<file path="src/rtl/regfile_write_arbiter_pkg.sv">
// rtl/regfile_write_arbiter_pkg.sv - shared constants and types for the register-file write arbiter
package regfile_write_arbiter_pkg;

    localparam int REG_WIDTH  = 32;
    localparam int REG_ADDR_W = 5;
    localparam int ZERO_REG   = 0;

    // Which requester wins when both are valid in the same cycle.
    typedef enum logic {
        PRIO_A = 1'b0,
        PRIO_B = 1'b1
    } prio_t;

endpackage

</file>
<file path="src/rtl/regfile_write_arbiter_rr_arb2.sv">
// rtl/regfile_write_arbiter_rr_arb2.sv - two-requester round-robin arbiter with stall
//
// Ports:
//   clk, rst_n  clock and asynchronous active-low reset
//   stall       suppresses all grants while high
//   req[1:0]    requests; bit 0 is requester A, bit 1 is requester B
//   gnt[1:0]    one-hot (or zero) grant, combinational from req/stall/state
module rr_arb2
    import regfile_write_arbiter_pkg::*;
(
    input  logic       clk,
    input  logic       rst_n,
    input  logic       stall,
    input  logic [1:0] req,
    output logic [1:0] gnt
);

    prio_t state;
    prio_t state_next;

    always_ff @(posedge clk or negedge rst_n) begin
        if (!rst_n) begin
            state <= PRIO_A;
        end else begin
            state <= state_next;
        end
    end

    // A requester that loses a tie is favoured on the next granted cycle,
    // so neither side waits more than one non-stalled cycle.
    always_comb begin
        gnt        = 2'b00;
        state_next = state;
        if (!stall) begin
            if (req[0] && (!req[1] || state == PRIO_A)) begin
                gnt = 2'b01;
            end else if (req[1]) begin
                gnt = 2'b10;
            end
        end
        if (gnt[0]) begin
            state_next = PRIO_B;
        end else if (gnt[1]) begin
            state_next = PRIO_A;
        end
    end

endmodule

</file>
<file path="src/rtl/regfile_write_arbiter.sv">
// rtl/regfile_write_arbiter.sv - shares the register-file write port between two requesters
//
// Ports:
//   clk, rst_n                 clock and asynchronous active-low reset
//   stall                      blocks all grants while high
//   a_valid/a_ready/a_addr/a_data  requester A write handshake
//   b_valid/b_ready/b_addr/b_data  requester B write handshake
//   wr_enable/wr_addr/wr_data  registered register-file write port
//   zero_drops                 saturating count of accepted writes to register 0
module regfile_write_arbiter
    import regfile_write_arbiter_pkg::*;
#(
    parameter int WIDTH  = REG_WIDTH,
    parameter int ADDR_W = REG_ADDR_W,
    parameter int CNT_W  = 8
) (
    input  logic              clk,
    input  logic              rst_n,
    input  logic              stall,
    input  logic              a_valid,
    output logic              a_ready,
    input  logic [ADDR_W-1:0] a_addr,
    input  logic [WIDTH-1:0]  a_data,
    input  logic              b_valid,
    output logic              b_ready,
    input  logic [ADDR_W-1:0] b_addr,
    input  logic [WIDTH-1:0]  b_data,
    output logic              wr_enable,
    output logic [ADDR_W-1:0] wr_addr,
    output logic [WIDTH-1:0]  wr_data,
    output logic [CNT_W-1:0]  zero_drops
);

    logic [1:0]        gnt;
    logic [ADDR_W-1:0] sel_addr;
    logic [WIDTH-1:0]  sel_data;

    rr_arb2 u_arb (
        .clk   (clk),
        .rst_n (rst_n),
        .stall (stall),
        .req   ({b_valid, a_valid}),
        .gnt   (gnt)
    );

    assign a_ready  = gnt[0];
    assign b_ready  = gnt[1];
    assign sel_addr = gnt[1] ? b_addr : a_addr;
    assign sel_data = gnt[1] ? b_data : a_data;

    // Single output register: the file never back-pressures, so an accepted
    // write always lands here on the next edge. Writes to register 0 update
    // addr/data but never raise wr_enable.
    always_ff @(posedge clk or negedge rst_n) begin
        if (!rst_n) begin
            wr_enable  <= 1'b0;
            wr_addr    <= '0;
            wr_data    <= '0;
            zero_drops <= '0;
        end else begin
            wr_enable <= 1'b0;
            if (|gnt) begin
                wr_addr <= sel_addr;
                wr_data <= sel_data;
                if (sel_addr == ADDR_W'(ZERO_REG)) begin
                    if (zero_drops != '1) begin
                        zero_drops <= zero_drops + CNT_W'(1);
                    end
                end else begin
                    wr_enable <= 1'b1;
                end
            end
        end
    end

endmodule

</file>
<file path="config.mk">
export PLATFORM = sky130hd
export DESIGN_NAME = regfile_write_arbiter
export DESIGN_NICKNAME = d
export VERILOG_FILES = /design/src/rtl/regfile_write_arbiter_pkg.sv /design/src/rtl/regfile_write_arbiter_rr_arb2.sv /design/src/rtl/regfile_write_arbiter.sv
export SDC_FILE = /design/constraint.sdc
export NUM_CORES = 1
export LEC_CHECK = 0
export CAP_MARGIN = 10
export CORE_ASPECT_RATIO = 2
export CORE_MARGIN = 3
export CORE_UTILIZATION = 38
export DETAILED_ROUTE_END_ITERATION = 10
export PLACE_DENSITY = 0.83
export SYNTH_ARGS = -nofsm -noshare
export SYNTH_HDL_FRONTEND = slang
export SYNTH_SLANG_ARGS = --single-unit
</file>
<file path="constraint.sdc">
create_clock -name clk -period 1.9 [get_ports clk]
set_input_delay 0.475 -clock clk [delete_from_list [all_inputs] [get_ports clk]]
set_output_delay 0.475 -clock clk [all_outputs]
set_load 0.01 [all_outputs]
</file>
==> results by group <==
Outcome
  • Result of the run: completed

GRT
  • Antenna violations before repair: 0
  • Vias in the first global route: 2333
  • Wire length of the first global-routing pass: 11.0 mm
  • Largest net degree at the start of global routing: 28
  • Overall track demand over capacity in global routing: 21.5%
  • Remaining global-route overflow: 0

Layout
  • Number of cells in the finished layout apart from fillers: 409
  • Fraction of layout instances using a drive strength above 1: 10.6%
  • Net count, final: 428
  • Fillers: 425
  • Area growth, synth to finish: 71.3%
  • Total inserted antenna cells: 0
  • Fin util: 67.5%

Clock network
  • Clock edge transition at the registers on the reported setup and hold paths: 80 ps
  • Hold-fix buffer count after cts: 0
  • Number of buffers created by CTS: 5
  • Count of H-tree levels built during CTS: 2
  • CTS Root Buffer Type: clkbuf_8
  • Clock Path Buffers: 2
  • TritonCTS clock tree: done
  • Sinks on the clock net: 47
  • Clock network latency to the later pin of the worst-skew pair: 290 ps

Detailed routing
  • Number of violations reported at the end of detailed-routing iteration 0: 92
  • Total via count in the routed design: 2132
  • Routed Wire Length: 6.84 mm
  • Count of TritonRoute iterations in the first routing pass: 4
  • Post-route ant nets: 0
  • Routed via count divided by cell count: 5.21
  • Average wire per cell in the routed design: 16.7 um
  • Post-route DRC violation count: 0

Logic synthesis
  • Synth Area per Inst: 10.2 sq um
  • Top area cells in the synthesized netlist: dfrtp_1 (55%), nand2_1 (13%), a22oi_1 (11%), mux2i_1 (2.3%), a21oi_4 (1.5%)
  • Area share of the largest cell type after synthesis: 54.6%
  • Top cell type by total area after synthesis: dfrtp_1
  • Syn_nets: 292
  • Top post-synthesis cells by count: nand2_1 (74), dfrtp_1 (47), a22oi_1 (32)
  • Number of distinct library cells after synthesis: 35
  • Synthesized area: 2160 sq um
  • Count of mapped cells out of synthesis: 212
  • Share of async-settable or async-resettable flops after synthesis: 100%
  • Sequential share of the synthesized area: 54.6%
  • Most common cell in the synthesized netlist: nand2_1
  • Count of flip-flops with a built-in enable after synthesis: 0
  • Dominant synthesized flop cell: dfrtp_1
  • Number of warnings reported in the yosys synthesis log: 0
  • Seq cells post-synth: 47

Setup path
  • Data required time of the critical path: 2090 ps
  • Startpoint type of the worst setup path: primary input
  • Startpoint-to-endpoint class of the critical path: in -> reg
  • Buf/Inv on CP: 1
  • Worst Setup SP: a_addr[1]
  • Worst reg-to-reg setup slack: 240 ps
  • Crit path capture type: flip-flop
  • Cells along the critical path: clkdlybuf4s50_1 > or4_4 > nor2_4 > a22o_4 > nand4_1 > mux2_4
  • Reg-to-reg startpoint: zero_drops[0]$_DFFE_PN0P_
  • CP Max Fanout: 4
  • Cell count of the worst reg-to-reg path: 5
  • Data arrival time at the worst-slack endpoint: 2050 ps
  • Cell family with most CP delay: simple AND/OR/NAND/NOR gates
  • CP max stage cell: clkdlybuf4s50_1
  • Peak per-stage delay on the critical path: 440 ps
  • Total number of cells along the worst setup path: 6
  • Reg2reg end: zero_drops[3]$_DFFE_PN0P_
  • Critical Path End: zero_drops[6]$_DFFE_PN0P_

Timing
  • Worst setup slack after layout: 32.6 ps
  • Maximum operating frequency: 536 MHz
  • Count of final max-slew check failures: 0
  • Tcrit/Tclk final: 98.3%
  • Setup repair after global routing missed its margin: no
  • Worst clock skew: 1.97 ps
  • Least-Margin Pin Slew: 554 ps
  • Final Hold Viols: 0
  • Final setup vio count: 0
  • Final min period: 1870 ps
  • Rel. slew slack: 63.1%

Min path
  • Class of the worst hold path: in -> async

Place
  • Gp weighted congestion: 0.828
  • Number of buffer cells added on primary ports: 126
  • Post-placement worst setup slack: -462 ps
  • Count of placed standard cells including taps: 400
  • Total half-perimeter wirelength after legalization and detailed placement: 5.34 mm

Power
  • Total power per unit cell area: 728 nW/um^2
  • Static leakage: 1.70 nW
  • Sum of internal, switching and leakage power: 2.69 mW
  • Worst ir drop on vdd: 0.697 mV

Floorplanning
  • Floorplan core area: 5470 sq um
  • Horiz. Die Dim: 59.3 um
  • Num ports: 127
  • Initial core utilization: 39.4%
  • Row Count: 38
  • Die Outline Area: 6670 sq um
  • Vert. Die Dim: 113 um

Run
  • Max-cap violations: 0
## state kept, by name, indices dropped and copies added, names as in the netlist
register     count
wr_data         32
zero_drops       8
wr_addr          5
u_arb.state      1
wr_enable        1
## cells by family (layout without fill, tap and decap cells)
kind of cell	after synthesis	in the layout	synth area share, %
AO/OA/AOI/OAI	46	46	16.7
XOR/XNOR	5	5	2.03
adder cells (fa/ha/maj)	1	1	0.580
buffers and inverters	12	149	2.26
flip-flops	47	47	54.6
multiplexers	8	8	4.06
AND/OR/NAND/NOR	93	93	19.8
## worst min-delay path by stage
stage | endpoint | slack, ps
2_1_floorplan | u_arb.state$_DFFE_PN0P_ | 180
3_3_place_gp | wr_addr[1]$_DFFE_PN0P_ | 470
3_5_place_dp | wr_addr[1]$_DFFE_PN0P_ | 480
4_1_cts | wr_data[11]$_DFFE_PN0P_ | 170
5_1_grt | wr_data[19]$_DFFE_PN0P_ | 180
6_report | wr_data[11]$_DFFE_PN0P_ | 160
## stage by stage
step	TNS [ps]	cell area [sq um]	hold slack (ps)
floorplan	0	2160	179
global placement	-5270	3590	470
detailed placement	-7520	3590	480
CTS	0	3680	170
global route	0	3690	185
finish	0	3690	157
## per-layer routing
metal	vias to the layer above	routed length, um	GRT usage (%)
met1	1005	2260	21.4
met4	0	279	9.68
li1	1008	-	-
met3	19	466	5.87
met5	-	0	0
met2	100	3830	39.0
## area by class of cell
cell class / count / area [sq um] / share of cell area (%)
Timing Repair Buffer: 140 / 1390 / 37.8
Clock inverter: 1 / 5.00 / 0.136
Inverter: 1 / 3.75 / 0.102
Tap cell: 60 / 75.1 / 2.03
Multi-Input combinational cell: 153 / 962 / 26.1
Clock buffer: 7 / 76.3 / 2.07
Sequential cell: 47 / 1180 / 31.9
## report_power, final
part	switching, mW	leakage (nW)	internal, mW
sequential	0.100	0.590	1.14
clock	0.324	0.0422	0.259
combinational	0.351	1.06	0.511
total	0.775	1.70	1.91
## placed cells by master, fill, tap and decap left out, types with 3 or more instances in the layout
cell type          n
a22oi_1           32
buf_12             3
buf_4             11
clkbuf_8           5
clkdlybuf4s50_1  113
dfrtp_1           47
dlygate4sd2_1      8
mux2i_1            5
nand2_1           74
o21ai_1            5
xor2_1             3
## timing repair
| item | CTS | global route |
|---|---|---|
| hold endpoints to repair | 0 | 0 |
| setup endpoints to repair | 8 | 5 |
| gates resized for setup | 21 | 3 |
| pin swaps | 6 | 2 |
| setup buffers | 1 | 0 |
No activity file was read; power rests on OpenSTA's default activity.
